==> src/rtl/io_input_conditioner.sv <==
// io_input_conditioner
// Conditions 18 board switches and one push-button for a soft CPU's input
// ports. Each raw line gets a two-flop synchronizer followed by a debouncer.
// A new level is accepted only after DEBOUNCE_CYCLES consecutive synchronized
// samples that differ from the accepted level. The module also produces a
// button rising-edge pulse, a switch-update pulse and a wrapping count of
// switch-update events.
//
// Parameter contract: 1 <= DEBOUNCE_CYCLES < 2**CNT_W. The counter compares
// against DEBOUNCE_CYCLES-1, so that value must fit in CNT_W bits.

module io_input_conditioner #(
  parameter int DEBOUNCE_CYCLES = 50000,
  parameter int CNT_W           = 16
) (
  input  logic        clock,
  input  logic        reset,
  input  logic [17:0] sw_raw,
  input  logic        btn_raw,
  output logic [31:0] in_port0,
  output logic [31:0] in_port1,
  output logic [31:0] in_port2,
  output logic        btn_level,
  output logic        btn_rise,
  output logic        sw_changed,
  output logic [7:0]  sw_event_cnt
);

  // Bits 17:0 are the switches and bit 18 is the button.
  localparam int N_IN    = 19;
  localparam int BTN_BIT = 18;

  // This is the terminal count. Reaching it while the input still differs
  // from the accepted level commits the new level.
  localparam logic [CNT_W-1:0] CNT_LAST = CNT_W'(DEBOUNCE_CYCLES - 1);

  logic [N_IN-1:0] w_raw;
  logic [N_IN-1:0] r_sync1;
  logic [N_IN-1:0] r_sync2;
  logic [N_IN-1:0] w_stable;
  logic [N_IN-1:0] w_update;
  logic            w_sw_update;
  logic            w_btn_rise;

  logic            r_btn_rise;
  logic            r_sw_changed;
  logic [7:0]      r_sw_event_cnt;

  assign w_raw = {btn_raw, sw_raw};

  // Two-flop synchronizer for every raw line. It is cleared by reset so that
  // post-reset latency is the full pipeline depth.
  always_ff @(posedge clock) begin
    if (reset) begin
      r_sync1 <= '0;
      r_sync2 <= '0;
    end else begin
      r_sync1 <= w_raw;
      r_sync2 <= r_sync1;
    end
  end

  // Each input has its own accepted level and run-length counter.
  genvar gi;
  generate
    for (gi = 0; gi < N_IN; gi = gi + 1) begin : g_debounce
      logic             r_stable;
      logic [CNT_W-1:0] r_cnt;
      logic             w_differ;

      assign w_differ     = r_sync2[gi] ^ r_stable;
      // The commit fires on the sample that completes the run of differing
      // samples, so the level is updated on the same edge.
      assign w_update[gi] = w_differ && (r_cnt == CNT_LAST);
      assign w_stable[gi] = r_stable;

      // Count consecutive differing samples. Any agreeing sample or a commit
      // restarts the count.
      always_ff @(posedge clock) begin
        if (reset) begin
          r_cnt <= '0;
        end else if (!w_differ || w_update[gi]) begin
          r_cnt <= '0;
        end else begin
          r_cnt <= r_cnt + CNT_W'(1);
        end
      end

      // Load the synchronized value once the run has been long enough.
      always_ff @(posedge clock) begin
        if (reset) begin
          r_stable <= 1'b0;
        end else if (w_update[gi]) begin
          r_stable <= r_sync2[gi];
        end
      end
    end
  endgenerate

  // The event pulses are registered on the same edge that commits the new
  // level, so each pulse lines up with the first cycle showing that level.
  assign w_sw_update = |w_update[BTN_BIT-1:0];
  assign w_btn_rise  = w_update[BTN_BIT] & r_sync2[BTN_BIT];

  // Register the event pulses and the wrapping switch-event counter.
  always_ff @(posedge clock) begin
    if (reset) begin
      r_btn_rise     <= 1'b0;
      r_sw_changed   <= 1'b0;
      r_sw_event_cnt <= 8'd0;
    end else begin
      r_btn_rise   <= w_btn_rise;
      r_sw_changed <= w_sw_update;
      // One count per commit edge, however many switches committed together.
      if (w_sw_update) begin
        r_sw_event_cnt <= r_sw_event_cnt + 8'd1;
      end
    end
  end

  assign in_port0     = {24'b0, w_stable[7:0]};
  assign in_port1     = {24'b0, w_stable[15:8]};
  assign in_port2     = {30'b0, w_stable[17:16]};
  assign btn_level    = w_stable[BTN_BIT];
  assign btn_rise     = r_btn_rise;
  assign sw_changed   = r_sw_changed;
  assign sw_event_cnt = r_sw_event_cnt;

endmodule

==> config.mk <==
export PLATFORM = sky130hd
export DESIGN_NAME = io_input_conditioner
export DESIGN_NICKNAME = d
export VERILOG_FILES = /design/src/rtl/io_input_conditioner.sv
export SDC_FILE = /design/constraint.sdc
export NUM_CORES = 1
export LEC_CHECK = 0
export ABC_AREA = 1
export ABC_CLOCK_PERIOD_IN_PS = 2150
export BUFFER_PORTS_ARGS = -buffer_cell sky130_fd_sc_hd__buf_2
export CORE_UTILIZATION = 36
export DETAILED_ROUTE_END_ITERATION = 7
export HOLD_SLACK_MARGIN = 0.06
export PLACE_DENSITY = 0.61
export SETUP_SLACK_MARGIN = 0.5
export SYNTH_ARGS = -nofsm -noshare
export SYNTH_HDL_FRONTEND = slang
export SYNTH_SLANG_ARGS = --single-unit
==> constraint.sdc <==
create_clock -name clock -period 2.15 [get_ports clock]
set_clock_uncertainty 0.05 [all_clocks]
set_input_delay 0.1075 -clock clock [delete_from_list [all_inputs] [get_ports clock]]
set_output_delay 0.1075 -clock clock [all_outputs]
set_load 0.005 [all_outputs]
# Yosys cells after proc, flatten, opt, wreduce, memory -nomap -nowiden
# Index checks and enable logic that the tools add are counted.
# totals
regBits	371
input_bits	21
output_inout_bits	107
elab_cells	179
# op_classes
n_addsub	20
n_eq_ne	19
bitwise	20
n_reduce_logical	77
# op_table
cell	n
$add A16 B1 Y16 const B	19
$eq A16 B16 Y1 const B	19
$reduce_or A2 Y1	19
$logic_and A1 B1 Y1	19
$logic_not A1 Y1	19
$logic_or A1 B1 Y1	19
$xor A1 B1 Y1	19
$reduce_or A18 Y1	1
$add A8 B1 Y8 const B	1
$and A1 B1 Y1	1

# Logic depth before layout (Yosys ltp)
# depth
depth_word	4
ltp_mapped	14
depth_no_buf	14

# Worst setup path before layout
# No wires, ideal clock.
# synth_path
path_kind	register to register
startpoint	register g_debounce[10].r_cnt[0]
endpoint	register r_sw_event_cnt[0], in the netlist sw_event_cnt[0]
setup_time_ns	0.128
t_arrival_ns	1.457
required_time_ns	1.972
path_slack_ns	0.515
path_stages_with_launch	14
path_buffers	0
period_less_slack_ns	1.635
path_cell_list	dfxtp_1 -> ha_1 -> nand2_1 -> inv_1 -> nand2_1 -> nor2_1 -> nand3_1 -> nand2_1 -> nor2_2 -> nand2_1 -> nor2_2 -> nand3_1 -> nand2_1 -> nor2_1
# synth_via
elab_chain_cells	3
# synth_rtl
item	line_no	source
start: declaration	68	logic [CNT_W-1:0] r_cnt;
start signal: assignment	85	r_cnt <= r_cnt + CNT_W'(1);
$eq A16 B16 Y1	74	assign w_update[gi] = w_differ && (r_cnt == CNT_LAST);
$logic_and A1 B1 Y1	74	
$reduce_or A18 Y1	102	assign w_sw_update = |w_update[BTN_BIT-1:0];
end signal: assignment	116	r_sw_event_cnt <= r_sw_event_cnt + 8'd1;
end: declaration	47	logic [7:0] r_sw_event_cnt;
# No other way between the ends.
# A chain may end at the register's enable or synchronous reset.

# Worst setup path in the final report
# layout_path
startpoint	register g_debounce[11].r_cnt[0]
endpoint	register g_debounce[11].r_cnt[10]
# layout_via
elab_chain_cells	4
word_cells_on_any_way	5
classes_between	1 x add/sub; 1 x eq/ne; 3 x reduce/logical
# layout_rtl
item	line_no
start: declaration	68
start signal: assignment	85
parallel branches: the longest is 4 deep, another holds $add A16 B1 Y16	-
# Several ways; the timed one is not identified.

==> flow_metrics.env <==
export IMPL_relSlewSlack_pct=45.95
export IMPL_port_buffers=49
export IMPL_rsz0062_at_grt="yes"
export IMPL_ios=128
export IMPL_nets=2652
export IMPL_avgSynthCellArea_um2=7.301
export IMPL_power_density_nw_per_um2=663.8
export IMPL_clock_latency_ps=560
export IMPL_fin_ws_ps=412.6
export IMPL_hpwl_um=25100
export IMPL_drt_iter0_markers=839
export IMPL_clk_pin_slew_worst_paths_ps=60
export IMPL_gp_congestion=0.8328
export IMPL_antenna_found_initial=0
export IMPL_fin_crit_ps=1737
export IMPL_core_region_area_um2=47550
export IMPL_die_w_um=221.3
export IMPL_antenna_left=0
export IMPL_yosys_area_top_type="dfxtp_1"
export IMPL_synth_cell_types=42
export IMPL_syn_inst=2372
export IMPL_wire_per_inst_um=12.23
export IMPL_setup_violations=0
export IMPL_cts_tree="done"
export IMPL_clock_root_buffer="clkbuf_16"
export IMPL_cts_made_buffers=41
export IMPL_synth_area_leaders="dfxtp_1 (43%), nor2_1 (8.7%), nand2_1 (7.7%), inv_1 (6.9%), nand3_1 (4.5%)"
export IMPL_drive_above_1_share_pct=26.93
export IMPL_synth_fa_ha_area_share_pct=1.445
export IMPL_finalHoldViolations=0
export IMPL_hold_path_class="in -> reg"
export IMPL_clockBufferDepth=3
export IMPL_die_area_um2=48990
export IMPL_max_cap_violations=0
export IMPL_power_leakage_nw=8.934
export IMPL_outcome="finished, final reports clean"
export IMPL_synth_seq_cells=371
export IMPL_syn_area_um2=17320
export IMPL_post_place_ws_ps=198.2
export IMPL_r2r_setup_slack_ps=410
export IMPL_synth_compound_area_share_pct=8.085
export IMPL_wl_um=39870
export IMPL_critical_path_class="reg -> reg"
export IMPL_synth_xor_area_share_pct=3.692
export IMPL_grt_pass1_vias=14088
export IMPL_grt_pass1_wl_um=63130
export IMPL_fmax_ghz=0.5756
export IMPL_vias=15354
export IMPL_cts_htree_levels=2
export IMPL_worst_pin_slew_ps=810.7
export IMPL_drc=0
export IMPL_row_count=80
export IMPL_grt_max_degree=61
export IMPL_yosys_area_share_simple_pct=32.11
export IMPL_yosysWarnings=0
export IMPL_clock_sinks=371
export IMPL_worstPathArrival_ps=2140
export IMPL_syn_to_final_growth_pct=31.38
export IMPL_p_total_mw=15.10
export IMPL_final_setup_tns_ps=0
export IMPL_grt_overflow=0
export IMPL_worst_setup_path_end_kind="register"
export IMPL_ys_seq_area_share_pct=42.89
export IMPL_die_height_um=221.3
export IMPL_finalMaxSlewViolations=0
export IMPL_start_util_pct=36.42
export IMPL_required_ps=2550
export IMPL_synthMuxAreaShare_pct=0
export IMPL_synth_top_area_share_pct=42.89
export IMPL_vdd_drop_max_mv=0.4559
export IMPL_startpoint_type="register"
export IMPL_finalCritPeriodShare_pct=80.81
export IMPL_cp_max_fo=4
export IMPL_firstDrtPassIters=5
export IMPL_synth_top_family_by_area="simple AND/OR/NAND/NOR gates"
export IMPL_grt_total_usage_pct=15.09
export IMPL_via_per_inst=4.710
-- where the power goes --
part | internal (mW) | switching, mW | leakage [nW]
clock network | 5.00 | 2.86 | 0.756
registers | 6.90 | 0.0315 | 3.05
logic | 0.118 | 0.194 | 5.13
total | 12.0 | 3.08 | 8.93
-- placed cells by master, fill, tap and decap left out, types with 46 or more instances in the layout --
master	n
dfxtp_2	72
nand2_1	312
conb_1	78
xor2_1	59
dfxtp_1	280
nand3_1	101
nor3_1	93
buf_2	50
nor2_4	60
inv_1	291
buf_4	147
o21ai_0	46
nor2_1	336
a21oi_1	141
-- per-stage QoR --
stage / std cells / instance area, µm² / hold WS (ps) / utilization, %
after CTS: 3175 / 20960 / 202.5 / 44.09
after global placement: 3010 / 17940 / 266.1 / 37.73
after global routing: 3259 / 22750 / 247.1 / 47.85
after floorplan: 2449 / 17610 / 164.5 / -
after detailed placement: 3010 / 17940 / 269.7 / 37.73
final: 3260 / 22750 / 230.2 / 47.85
-- critical path, stage by stage (launching register included) --
cell and delay (ps):
dfxtp_4 360, ha_4 170, nand3_4 100, inv_2 40, nand2_2 60, inv_2 40
nand4_1 140, nor2_2 70, buf_4 140, buf_6 100, buf_6 100, buf_6 100
o21a_1 150
-- state kept, by name (all words and copies together) (netlist names) --
register             count
g_debounce.r_cnt       304
r_sync1                 19
r_sync2                 19
g_debounce.r_stable     18
sw_event_cnt             8
btn_level                1
btn_rise                 1
sw_changed               1
-- layout make-up --
cell class	count	area [µm²]
repair buffers	238	1808
clock inverters	14	277.8
well taps	615	769.5
flip-flops and latches	371	7589
inverters	319	1200
multi-input cells	1640	9848
diodes	1	2.502
clock buffers	62	1257
fillers	4478	24790
-- cell usage after synthesis --
library cell,n
and2_2,1
nand4_2,2
nand3b_1,8
or3_1,1
and3_1,9
a21o_1,1
conb_1,1
nor3_2,13
clkbuf_1,9
xnor2_1,12
inv_1,318
nand3_2,13
o21ai_1,2
o21bai_1,11
nor4_1,17
a31oi_1,9
nand3_1,156
nor3_1,105
nor3b_1,29
o21a_1,22
o211ai_1,1
a211oi_1,8
buf_4,96
nor4_4,2
nand2_1,357
clkinv_1,1
nor2_4,2
o21ai_0,55
nor4_2,1
or2_2,14
and2_0,1
dfxtp_1,371
a21oi_1,147
or2_0,2
nor2_1,400
nor3b_2,1
buf_2,17
and3_2,1
nor2_2,31
ha_1,20
xor2_1,61
nand4_1,44
-- kinds of logic after synthesis --
family,count (synthesis)
AO/OA/AOI/OAI,256
other,1
XOR/XNOR,73
flip-flops,371
adder cells (fa/ha/maj),20
AND/OR/NAND/NOR,1210
buffers and inverters,441
-- worst paths after layout --
check / to / startpoint / depth (start not counted)
max: g_debounce[11].r_cnt[10]$_SDFF_PP0_ / g_debounce[11].r_cnt[0]$_SDFF_PP0_ / 12
min: r_sync1[1]$_SDFF_PP0_ / sw_raw[1] / 4
max reg2reg: g_debounce[11].r_cnt[10]$_SDFF_PP0_ / g_debounce[11].r_cnt[0]$_SDFF_PP0_ / 12
min reg2reg: r_sync2[7]$_SDFF_PP0_ / r_sync1[7]$_SDFF_PP0_ / 2
-- routing by layer --
metal | wire [µm] | vias up | track usage [%]
li1 | - | 7962 | -
met2 | 19620 | 218 | 26.41
met4 | 1012 | 0 | 5.211
met3 | 1601 | 75 | 2.828
met1 | 17640 | 7099 | 18.44
met5 | 0 | - | 0
-- timing repair --
action | in CTS | in global routing
setup buffers | 67 | 81
hold buffers | 20 | 0
pin swaps | 99 | 151
gates cloned | 2 | 3
gates resized for setup | 220 | 307
hold endpoints to repair | 25 | 0
endpoints found under the setup margin | 192 | 229
(Power assumes the default switching activity.)
